[src/rtl/lsu_pkg.sv]
// Shared types, funct3 encodings and the legality check for the load/store unit.
package lsu_pkg;

    typedef enum logic [1:0] {IDLE, REQ, DONE} lsu_state_t;

    localparam logic [2:0] F3_B  = 3'b000;
    localparam logic [2:0] F3_H  = 3'b001;
    localparam logic [2:0] F3_W  = 3'b010;
    localparam logic [2:0] F3_BU = 3'b100;
    localparam logic [2:0] F3_HU = 3'b101;

    // An access is legal when funct3 names a supported width and the address
    // is naturally aligned for it; unsigned widths exist for loads only.
    function automatic logic is_legal(input logic       we,
                                      input logic [2:0] funct3,
                                      input logic [1:0] addr_lo);
        case (funct3)
            F3_B:    is_legal = 1'b1;
            F3_H:    is_legal = ~addr_lo[0];
            F3_W:    is_legal = (addr_lo == 2'b00);
            F3_BU:   is_legal = ~we;
            F3_HU:   is_legal = ~we & ~addr_lo[0];
            default: is_legal = 1'b0;
        endcase
    endfunction

endpackage

[src/rtl/lsu_if.sv]
// Word-wide data-memory bus between the load/store unit (master) and memory (slave).
interface lsu_if;
    logic        bus_req;
    logic        bus_we;
    logic [31:0] bus_addr;
    logic [3:0]  bus_be;
    logic [31:0] bus_wdata;
    logic [31:0] bus_rdata;
    logic        bus_ack;

    modport master (
        output bus_req, bus_we, bus_addr, bus_be, bus_wdata,
        input  bus_rdata, bus_ack
    );

    modport slave (
        input  bus_req, bus_we, bus_addr, bus_be, bus_wdata,
        output bus_rdata, bus_ack
    );
endinterface

[src/rtl/lsu_align.sv]
// Combinational lane logic: store byte-enables and data steering on the way
// out, lane extraction and sign/zero extension on the way back.
module lsu_align
    import lsu_pkg::*;
(
    input  logic        st_we,
    input  logic [2:0]  st_funct3,
    input  logic [1:0]  st_addr_lo,
    input  logic [31:0] st_wdata,
    output logic [3:0]  st_be,
    output logic [31:0] st_lane_wdata,
    input  logic [2:0]  ld_funct3,
    input  logic [1:0]  ld_addr_lo,
    input  logic [31:0] ld_rdata,
    output logic [31:0] ld_data
);

    logic signed [7:0]  ld_byte;
    logic signed [15:0] ld_half;

    // Stores replicate the narrow datum across the word and enable only its lanes.
    always_comb begin
        st_be         = 4'b1111;
        st_lane_wdata = st_wdata;
        if (!st_we) begin
            st_lane_wdata = '0;
        end else begin
            case (st_funct3)
                F3_B: begin
                    st_be         = 4'b0001 << st_addr_lo;
                    st_lane_wdata = {4{st_wdata[7:0]}};
                end
                F3_H: begin
                    st_be         = st_addr_lo[1] ? 4'b1100 : 4'b0011;
                    st_lane_wdata = {2{st_wdata[15:0]}};
                end
                default: ;
            endcase
        end
    end

    // Loads pick the addressed lane, then extend according to signedness.
    always_comb begin
        case (ld_addr_lo)
            2'd0:    ld_byte = $signed(ld_rdata[7:0]);
            2'd1:    ld_byte = $signed(ld_rdata[15:8]);
            2'd2:    ld_byte = $signed(ld_rdata[23:16]);
            default: ld_byte = $signed(ld_rdata[31:24]);
        endcase
        ld_half = ld_addr_lo[1] ? $signed(ld_rdata[31:16]) : $signed(ld_rdata[15:0]);
        case (ld_funct3)
            F3_B:    ld_data = {{24{ld_byte[7]}}, ld_byte};
            F3_BU:   ld_data = {24'b0, ld_byte};
            F3_H:    ld_data = {{16{ld_half[15]}}, ld_half};
            F3_HU:   ld_data = {16'b0, ld_half};
            default: ld_data = ld_rdata;
        endcase
    end

endmodule

[src/rtl/load_store_unit.sv]
// RV32I load/store unit: validates the core's access, runs one bus transaction
// per legal access, and holds the core stalled until the access completes.
module load_store_unit
    import lsu_pkg::*;
#(
    parameter int unsigned TIMEOUT_CYCLES = 16
) (
    input  logic        clk,
    input  logic        reset,
    input  logic        lsu_req,
    input  logic        lsu_we,
    input  logic [2:0]  lsu_funct3,
    input  logic [31:0] lsu_addr,
    input  logic [31:0] lsu_wdata,
    output logic [31:0] lsu_rdata,
    output logic        lsu_stall,
    output logic        lsu_done,
    output logic        lsu_fault,
    output logic        lsu_err,
    lsu_if.master       bus
);

    localparam logic [31:0] TIMEOUT_LIM = 32'(TIMEOUT_CYCLES);

    lsu_state_t  state;
    logic        lat_we;
    logic [2:0]  lat_funct3;
    logic [1:0]  lat_addr_lo;
    logic [31:0] to_cnt;

    logic        legal;
    logic        timeout_hit;
    logic [3:0]  st_be;
    logic [31:0] st_wdata;
    logic [31:0] ld_data;

    assign legal       = is_legal(lsu_we, lsu_funct3, lsu_addr[1:0]);
    // Fault and the request-cycle stall are combinational so the core reacts
    // in the same cycle it presents the access.
    assign lsu_fault   = (state == IDLE) & lsu_req & ~legal;
    assign lsu_stall   = ((state == IDLE) & lsu_req & legal) | (state == REQ);
    // The counter holds the number of completed REQ cycles minus one.
    assign timeout_hit = (TIMEOUT_LIM != 32'd0) && ((to_cnt + 32'd1) >= TIMEOUT_LIM);

    // Store lanes come from the live operands; load lanes from the latched ones.
    lsu_align u_align (
        .st_we         (lsu_we),
        .st_funct3     (lsu_funct3),
        .st_addr_lo    (lsu_addr[1:0]),
        .st_wdata      (lsu_wdata),
        .st_be         (st_be),
        .st_lane_wdata (st_wdata),
        .ld_funct3     (lat_funct3),
        .ld_addr_lo    (lat_addr_lo),
        .ld_rdata      (bus.bus_rdata),
        .ld_data       (ld_data)
    );

    // Access FSM with operand latches, timeout counter and registered outputs.
    always_ff @(posedge clk) begin
        if (reset) begin
            state         <= IDLE;
            lat_we        <= 1'b0;
            lat_funct3    <= 3'b000;
            lat_addr_lo   <= 2'b00;
            to_cnt        <= '0;
            lsu_rdata     <= '0;
            lsu_done      <= 1'b0;
            lsu_err       <= 1'b0;
            bus.bus_req   <= 1'b0;
            bus.bus_we    <= 1'b0;
            bus.bus_addr  <= '0;
            bus.bus_be    <= 4'b0000;
            bus.bus_wdata <= '0;
        end else begin
            case (state)
                IDLE: begin
                    if (lsu_req && legal) begin
                        lat_we        <= lsu_we;
                        lat_funct3    <= lsu_funct3;
                        lat_addr_lo   <= lsu_addr[1:0];
                        to_cnt        <= '0;
                        bus.bus_req   <= 1'b1;
                        bus.bus_we    <= lsu_we;
                        bus.bus_addr  <= {lsu_addr[31:2], 2'b00};
                        bus.bus_be    <= st_be;
                        bus.bus_wdata <= st_wdata;
                        state         <= REQ;
                    end
                end
                REQ: begin
                    if (bus.bus_ack) begin
                        bus.bus_req <= 1'b0;
                        lsu_done    <= 1'b1;
                        lsu_rdata   <= lat_we ? 32'd0 : ld_data;
                        state       <= DONE;
                    end else if (timeout_hit) begin
                        bus.bus_req <= 1'b0;
                        lsu_done    <= 1'b1;
                        lsu_err     <= 1'b1;
                        lsu_rdata   <= '0;
                        state       <= DONE;
                    end else begin
                        to_cnt <= to_cnt + 32'd1;
                    end
                end
                DONE: begin
                    lsu_done  <= 1'b0;
                    lsu_err   <= 1'b0;
                    lsu_rdata <= '0;
                    state     <= IDLE;
                end
                default: state <= IDLE;
            endcase
        end
    end

endmodule

[src/flat_wrapper.sv]
// flat-port wrapper written by rule: the top's interface ports become plain ports
module load_store_unit_flat import lsu_pkg::*;
#(
    parameter int unsigned TIMEOUT_CYCLES = 16
)
  (clk, reset, lsu_req, lsu_we, lsu_funct3, lsu_addr, lsu_wdata, lsu_rdata, lsu_stall, lsu_done, lsu_fault, lsu_err, bus_bus_req, bus_bus_we, bus_bus_addr, bus_bus_be, bus_bus_wdata, bus_bus_rdata, bus_bus_ack);
  lsu_if bus_i ();
  input  logic clk;
  input  logic reset;
  input  logic lsu_req;
  input  logic lsu_we;
  input  logic [2:0] lsu_funct3;
  input  logic [31:0] lsu_addr;
  input  logic [31:0] lsu_wdata;
  output logic [31:0] lsu_rdata;
  output logic lsu_stall;
  output logic lsu_done;
  output logic lsu_fault;
  output logic lsu_err;
  output wire logic [$bits(bus_i.bus_req)-1:0] bus_bus_req;
  output wire logic [$bits(bus_i.bus_we)-1:0] bus_bus_we;
  output wire logic [$bits(bus_i.bus_addr)-1:0] bus_bus_addr;
  output wire logic [$bits(bus_i.bus_be)-1:0] bus_bus_be;
  output wire logic [$bits(bus_i.bus_wdata)-1:0] bus_bus_wdata;
  input wire logic [$bits(bus_i.bus_rdata)-1:0] bus_bus_rdata;
  input wire logic [$bits(bus_i.bus_ack)-1:0] bus_bus_ack;
  assign bus_bus_req = bus_i.bus_req;
  assign bus_bus_we = bus_i.bus_we;
  assign bus_bus_addr = bus_i.bus_addr;
  assign bus_bus_be = bus_i.bus_be;
  assign bus_bus_wdata = bus_i.bus_wdata;
  assign bus_i.bus_rdata = bus_bus_rdata;
  assign bus_i.bus_ack = bus_bus_ack;
  load_store_unit #(.TIMEOUT_CYCLES(TIMEOUT_CYCLES)) u_core (.clk(clk), .reset(reset), .lsu_req(lsu_req), .lsu_we(lsu_we), .lsu_funct3(lsu_funct3), .lsu_addr(lsu_addr), .lsu_wdata(lsu_wdata), .lsu_rdata(lsu_rdata), .lsu_stall(lsu_stall), .lsu_done(lsu_done), .lsu_fault(lsu_fault), .lsu_err(lsu_err), .bus(bus_i));
endmodule
[config.mk]
export PLATFORM = sky130hd
export DESIGN_NAME = load_store_unit_flat
export DESIGN_NICKNAME = d
export VERILOG_FILES = /design/src/rtl/lsu_pkg.sv /design/src/rtl/lsu_if.sv /design/src/rtl/lsu_align.sv /design/src/rtl/load_store_unit.sv /design/src/flat_wrapper.sv
export SDC_FILE = /design/constraint.sdc
export NUM_CORES = 1
export LEC_CHECK = 0
export BUFFER_PORTS_ARGS = -buffer_cell sky130_fd_sc_hd__buf_2
export CAP_MARGIN = 0
export CORE_AREA = 2 2 170 189
export CTS_CLUSTER_SIZE = 28
export DETAILED_ROUTE_END_ITERATION = 7
export DIE_AREA = 0 0 172 191
export PLACE_DENSITY_LB_ADDON = 0.1
export SLEW_MARGIN = 0
export SYNTH_ARGS = -nofsm -noshare
export SYNTH_HDL_FRONTEND = slang
export SYNTH_SLANG_ARGS = --single-unit
[constraint.sdc]
create_clock -name clk -period 3.1 [get_ports clk]
set_clock_uncertainty 0.15 [all_clocks]
set_input_delay 0.62 -clock clk [delete_from_list [all_inputs] [get_ports clk]]
set_output_delay 0.62 -clock clk [all_outputs]
set_load 0.01 [all_outputs]
==> results of run 1 <==
## sequential cells by signal, summed over array words and instances (netlist names)
signal / count
u_core.lat_we: 1
u_core.lsu_rdata: 32
u_core.lsu_done: 1
u_core.lsu_err: 1
u_core.bus.bus_addr: 30
u_core.to_cnt: 32
u_core.bus.bus_wdata: 32
u_core.bus.bus_req: 1
u_core.state: 2
u_core.bus.bus_be: 4
u_core.lat_addr_lo: 2
u_core.lat_funct3: 3
## power groups by stage
stage / Combinational, uW / Clock, uW / Sequential [uW]
detailed placement: 601 / 0 / 1940
global route: 655 / 2520 / 1910
global placement: 606 / 0 / 1940
finish: 595 / 2380 / 1900
floorplan: 301 / 0 / 1960
CTS: 604 / 2440 / 1900
## worst reg2reg max path, delay by kind of cell (launching register included)
family / cells / cell delay (ns)
AO/OA/AOI/OAI: 4 / 0.90
buffers and inverters: 1 / 0.18
flip-flops: 1 / 0.46
AND/OR/NAND/NOR: 4 / 1.03
## cell families after synthesis
logic type      after synthesis  synth area share
compound gates              240             0.215
flops                       141             0.402
simple gates                352             0.258
buf+inv                      90            0.0541
xor+xnor                      9            0.0112
other cells                   1          0.000534
fa+ha+maj                     4           0.00712
mux                          33            0.0523
## metal layers
| layer | share of wire | up-vias | GRT usage |
|---|---|---|---|
| li1 | - | 3478 | - |
| met1 | 0.45 | 3283 | 0.197 |
| met2 | 0.47 | 149 | 0.246 |
| met3 | 0.059 | 25 | 0.0476 |
| met4 | 0.014 | 2 | 0.0485 |
| met5 | 0.00068 | - | 0 |
## final cells by class
class / instances / share of cell area
Clock inverter: 11 / 0.0232
Timing Repair Buffer: 233 / 0.139
Clock buffer: 20 / 0.0495
Multi-Input combinational cell: 640 / 0.417
Sequential cell: 141 / 0.306
Antenna cell: 4 / 0.00108
Tap cell: 420 / 0.0569
Inverter: 18 / 0.00732
## per-stage QoR
step / worst slack [ns] / hold slack (ns) / utilization / instance area (um2) / cells
2_1_floorplan: 0.418 / 0.314 / - / 7030 / 871
5_1_grt: 0.0724 / 0.265 / 0.298 / 9230 / 1485
6_report: 0.253 / 0.267 / 0.298 / 9230 / 1487
3_3_place_gp: 0.129 / 0.281 / 0.276 / 8540 / 1451
3_5_place_dp: 0.0391 / 0.288 / 0.276 / 8540 / 1451
4_1_cts: 0.170 / 0.248 / 0.298 / 9210 / 1483
## how the worst max path moves through the flow
stage	start	endpoint	slack (ns)	cells past startpoint
CTS	u_core.to_cnt[0]$_SDFFE_PP0P_	u_core.to_cnt[0]$_SDFFE_PP0P_	0.17	10
global route	u_core.to_cnt[5]$_SDFFE_PP0P_	u_core.lsu_rdata[4]$_SDFFE_PP0P_	0.07	10
floorplan	u_core.to_cnt[0]$_SDFFE_PP0P_	u_core.to_cnt[0]$_SDFFE_PP0P_	0.42	10
finish	u_core.to_cnt[2]$_SDFFE_PP0P_	u_core.to_cnt[15]$_SDFFE_PP0P_	0.25	9
global placement	u_core.to_cnt[0]$_SDFFE_PP0P_	u_core.to_cnt[0]$_SDFFE_PP0P_	0.13	9
detailed placement	u_core.to_cnt[0]$_SDFFE_PP0P_	u_core.to_cnt[0]$_SDFFE_PP0P_	0.04	9
## repair_timing
| action | in CTS | in global routing |
|---|---|---|
| setup endpoints to repair | 7 | 8 |
| pin swaps | 1 | 0 |
| hold buffers | 0 | 0 |
| gates resized for setup | 0 | 1 |
| setup buffers | 1 | 0 |
## cell usage in the layout, fill, tap and decap left out, types with 4 or more instances in the layout
| cell type | n |
|---|---|
| ha_1 | 4 |
| o2bb2ai_1 | 8 |
| o21ai_0 | 66 |
| nor3_1 | 19 |
| a21oi_1 | 86 |
| a211oi_1 | 9 |
| nand4_1 | 11 |
| or3_1 | 9 |
| inv_1 | 17 |
| dfxtp_1 | 141 |
| nor2b_1 | 6 |
| nand2_1 | 141 |
| nand3b_1 | 52 |
| clkbuf_16 | 17 |
| nor4_1 | 5 |
| mux2i_1 | 15 |
| o211ai_1 | 4 |
| buf_12 | 4 |
| xor2_1 | 6 |
| nand3_1 | 43 |
| buf_4 | 23 |
| bufinv_16 | 6 |
| a31oi_1 | 7 |
| o2111ai_1 | 13 |
| mux2_2 | 16 |
| and3_1 | 10 |
| or2_2 | 4 |
| diode_2 | 4 |
| nor2_1 | 32 |
| buf_2 | 206 |
| a21o_1 | 10 |
| a21bo_2 | 16 |
==> metrics.txt, run 1 <==
GPL Wtd Cong a little under 0.8; core area 31,000 um2; Tot Pwr between 4000 and 5000 uW; top post-synthesis cells by area dfxtp_1 (40%), nand2_1 (7.5%), a21oi_1 (6.2%); number of global-route vias before repair 6,787; clock slew at reported path FFs roughly 0.06 ns; global-route wire length before repair 39,500 um; total gr overflow 0; highest clock rate about 350 MHz; die area 32,900 um2; Worst Setup Start Kind flip-flop; CTS sink count 141; Ys Warns 0; CTS tree done; kind of critical path flip-flop to flip-flop; post-synth top area share 0.402; Tmin final 2.85 ns; CP Data Required Time 3.26 ns; reg2reg end u_core.to_cnt[15]$_SDFFE_PP0P_; worst r2r path cells 9; flop and latch count out of synthesis 141; P_int 3640 uW; maximum clock insertion buffer count 2; vias per cell 4.67; Die X between 150 and 200 um; worst vdd ir 0.410 mV; Syn Inst Count 870; Sequential Area 2820 um2; Worst path max stage delay 0.49 ns; launch point of the worst reg-to-reg path u_core.to_cnt[2]$_SDFFE_PP0P_; Power Density 528 nW/um2; class of the worst hold path primary input to flip-flop; Root Driver clkbuf_16; clock share of power 0.488; combinational cell fraction of total power 0.122; Tcrit/Tclk final 0.918; initial antenna violation count 4; Unique masters post-synth 66; EDFF count, synth 0; status finished clean; final hold violation count 0; setup TNS 0 ns; Seq/Total Area, Yosys 0.402; Slew headroom 0.474; share of cells above drive strength 1 0.296; Cell Rows 68; syn avg cell area about 8.1 um2; H-tree levels 4; Initial Utilization 0.227; critical hold path startpoint lsu_addr[18]; Worst Hold End u_core.bus.bus_addr[18]$_SDFFE_PP0P_; fillcell total around 3.4k; Total Routed Length approximately 25,000 um; Max-cap violations 0; RSZ-0062 raised after global routing false; Vias 6,937; all-layer global routing usage 0.154; Worst Path Arrival 3.01 ns; final-report max-slew violation count 0; Post-DRT Antenna Nets 0; CP cell instances nand4_1, nor4_1, nand3_1, a211oi_1, o2bb2ai_1, o31a_1, nor2_4, buf_12, o21ai_0; Final setup viols 0; WP buf/inv 1; Flop pwr share 0.391; Synth Cell Area 7030 um2; CP top delay family simple AND/OR/NAND/NOR gates; synth cell count leaders dfxtp_1 (141), nand2_1 (141), a21oi_1 (87); nets 1,159; chip height 191 um; Switch Pwr approximately 1200 uW; Main synth FF type dfxtp_1; Leak 0.00377 uW; WL/cell roughly 17 um; area delta synth->final 31.4%; dpl hpwl 17,900 um; port bufs 207; pin count of the biggest net entering global routing 70; Critical-path top delay cell nor4_1; ys async rst share 0; R2R Setup Slk around 0.25 ns; Sw Share 0.253; Setup crit end kind flip-flop; IO Count 210; multi-input logic area 3850 um2; Crit Path Max Fanout 28; DR iter-0 viols 251; Worst Hold Path Cells 3; drt first pass iters 5; Least-Margin Pin Slew 0.789 ns; area leader, netlist dfxtp_1; Num CTS Buffers 17; worst skew pair latency 0.43 ns; drt drc 0
No activity file was read; power rests on OpenSTA's default activity.
==> run 2: changes to the inputs <==
Settings changed: BUFFER_PORTS_ARGS -buffer_cell sky130_fd_sc_hd__buf_2 to -buffer_cell sky130_fd_sc_hd__buf_4, CORE_AREA 2 2 170 189 to 2 2 130 145, DIE_AREA 0 0 172 191 to 0 0 132 147.
==> metrics.txt, run 2 (synthesized netlist as in run 1, its figures left out) <==
Post-CTS Setup Bufs 0; final core utilization 0.525; total gr overflow 0; Initial Utilization 0.390; kind of critical path flip-flop to flip-flop; Crit. Startpoint u_core.to_cnt[0]$_SDFFE_PP0P_; WL/cell about 16 um; Tmin final 2.91 ns; Sequential Area 2820 um2; drt first pass iters 4; initial antenna violation count 0; nets ~1.2k; all-layer global routing usage 0.213; chip height 147 um; worst skew pair latency around 0.4 ns; port bufs 207; final-report max-slew violation count 0; core area 18,000 um2; CP cell instances ha_1, and3_1, a311oi_1, a31oi_1, nor4_2, a21boi_2, nand4_1, buf_12, or4_1, o211ai_1; Final setup viols 0; number of global-route vias before repair roughly 6.4k; Root Driver clkbuf_16; die area 19,400 um2; multi-input logic area 3850 um2; Vias 6,874; global routing's busiest layer met2; GRT met3 Usage 0.0745; final hold violation count 0; Num CTS Buffers 17; vias per cell 5.26; clock slew at reported path FFs around 0.06 ns; Critical-path top delay cell or4_1; dpl hpwl 14,600 um; global-route wire length before repair 33,700 um; Cell Rows 52; Power Density 498 nW/um2; maximum clock insertion buffer count 2; commonest non-fill, non-tap cell in the layout buf_4; launch point of the worst reg-to-reg path u_core.to_cnt[0]$_SDFFE_PP0P_; Setup crit end kind flip-flop; H-tree levels 4; Max-cap violations 0; Worst Path Arrival 3.10 ns; Post-DRT Antenna Nets 0; Slew headroom 0.516; CTS tree done; Leak 0.00383 uW; worst hold margin 0.298 ns; fillcell total 1,781; drt drc 0; setup TNS 0 ns; RSZ-0062 raised after global routing false; highest clock rate about 340 MHz; worst vdd ir between 0.3 and 0.4 mV; CP Data Required Time roughly 3.3 ns; grt met2 use 0.316; Total Routed Length 20,900 um; Tcrit/Tclk final 0.939; area delta synth->final 34.7%; GPL Wtd Cong 0.878; largest registers u_core.bus.bus_wdata: 32 flops, u_core.lsu_rdata: 32 flops, u_core.to_cnt: 32 flops; Worst path max stage delay 0.46 ns; CTS sink count 141; Crit Path Max Fanout 23; Die X 132 um; status finished clean; share of cells above drive strength 1 0.296; pin count of the biggest net entering global routing 79; IO Count 210; met1 usage 0.291; commonest cells after routing, fill and taps aside buf_4 (231), nand2_1 (141), dfxtp_1 (141); Worst Setup Start Kind flip-flop; class of the worst hold path primary input to flip-flop; critical hold path startpoint lsu_addr[16]; # diodes 0; DR iter-0 viols 466; Least-Margin Pin Slew 0.726 ns
==> run 2: cell types whose count changed in the layout (fill, tap and decap cells not counted) <==
| cell | before | now |
|---|---|---|
| clkbuf_8 | 2 | 0 |
| clkbuf_1 | 1 | 3 |
| buf_12 | 4 | 3 |
| buf_4 | 23 | 231 |
| buf_2 | 206 | 0 |
| clkinv_4 | 1 | 2 |
| clkinvlp_4 | 2 | 4 |
| diode_2 | 4 | 0 |
| clkinv_2 | 2 | 0 |
| inv_6 | 0 | 1 |
| inv_8 | 0 | 1 |
| bufinv_16 | 6 | 4 |
==> run 2: final timing paths <==
kind                                                 to  slack [ns]  cells after the start
hold / removal     u_core.bus.bus_addr[16]$_SDFFE_PP0P_        0.30                      3
setup reg to reg          u_core.to_cnt[0]$_SDFFE_PP0P_        0.19                     10
setup / recovery          u_core.to_cnt[0]$_SDFFE_PP0P_        0.19                     10
hold reg to reg   u_core.bus.bus_wdata[16]$_SDFFE_PP0P_        0.30                      2
==> run 2: final cells by class <==
type,count,share of cell area
inverter,18,0.00714
multi-input combinational,640,0.407
sequential,141,0.298
clock inverter,12,0.0198
tap,243,0.0321
clock buffer,20,0.0461
timing repair buffer,234,0.190
==> run 2: worst max-delay path, delay by kind of cell (launching register included) <==
kind / cells / cell delay (ns)
fa+ha+maj: 1 / 0.23
buf+inv: 1 / 0.21
compound gates: 4 / 0.72
simple gates: 4 / 1.22
flops: 1 / 0.31
==> run 2: metrics by stage <==
stage	power, uW	setup WS [ns]	cells	cell area [um2]
after floorplan	2260	0.418	871	7030
after global placement	2580	0.177	1276	8830
after detailed placement	2580	0.0687	1276	8830
after CTS	4770	0.0540	1308	9460
after global routing	4910	0.0440	1308	9460
final	4720	0.190	1308	9460
==> run 2: per-layer routing <==
metal	vias to the layer above	part of all wire	wire length [um]
li1	3467	-	-
met1	3206	0.47	9910
met2	180	0.44	9170
met3	21	0.076	1590
met4	0	0.013	269
met5	-	0	0
==> run 2: what timing repair did <==
action | 4_1_cts | 5_1_grt
hold buffers | 0 | 0
resized for setup | 0 | 1
endpoints found under the setup margin | 0 | 32
endpoints found under the hold margin | 0 | 0
==> run 2: where the power goes <==
part           switching (uW)  leakage, uW  internal, uW
registers                36.3      0.00114          1870
clock network             818     0.000289          1360
logic                     346      0.00240           289
total                    1200      0.00383          3520
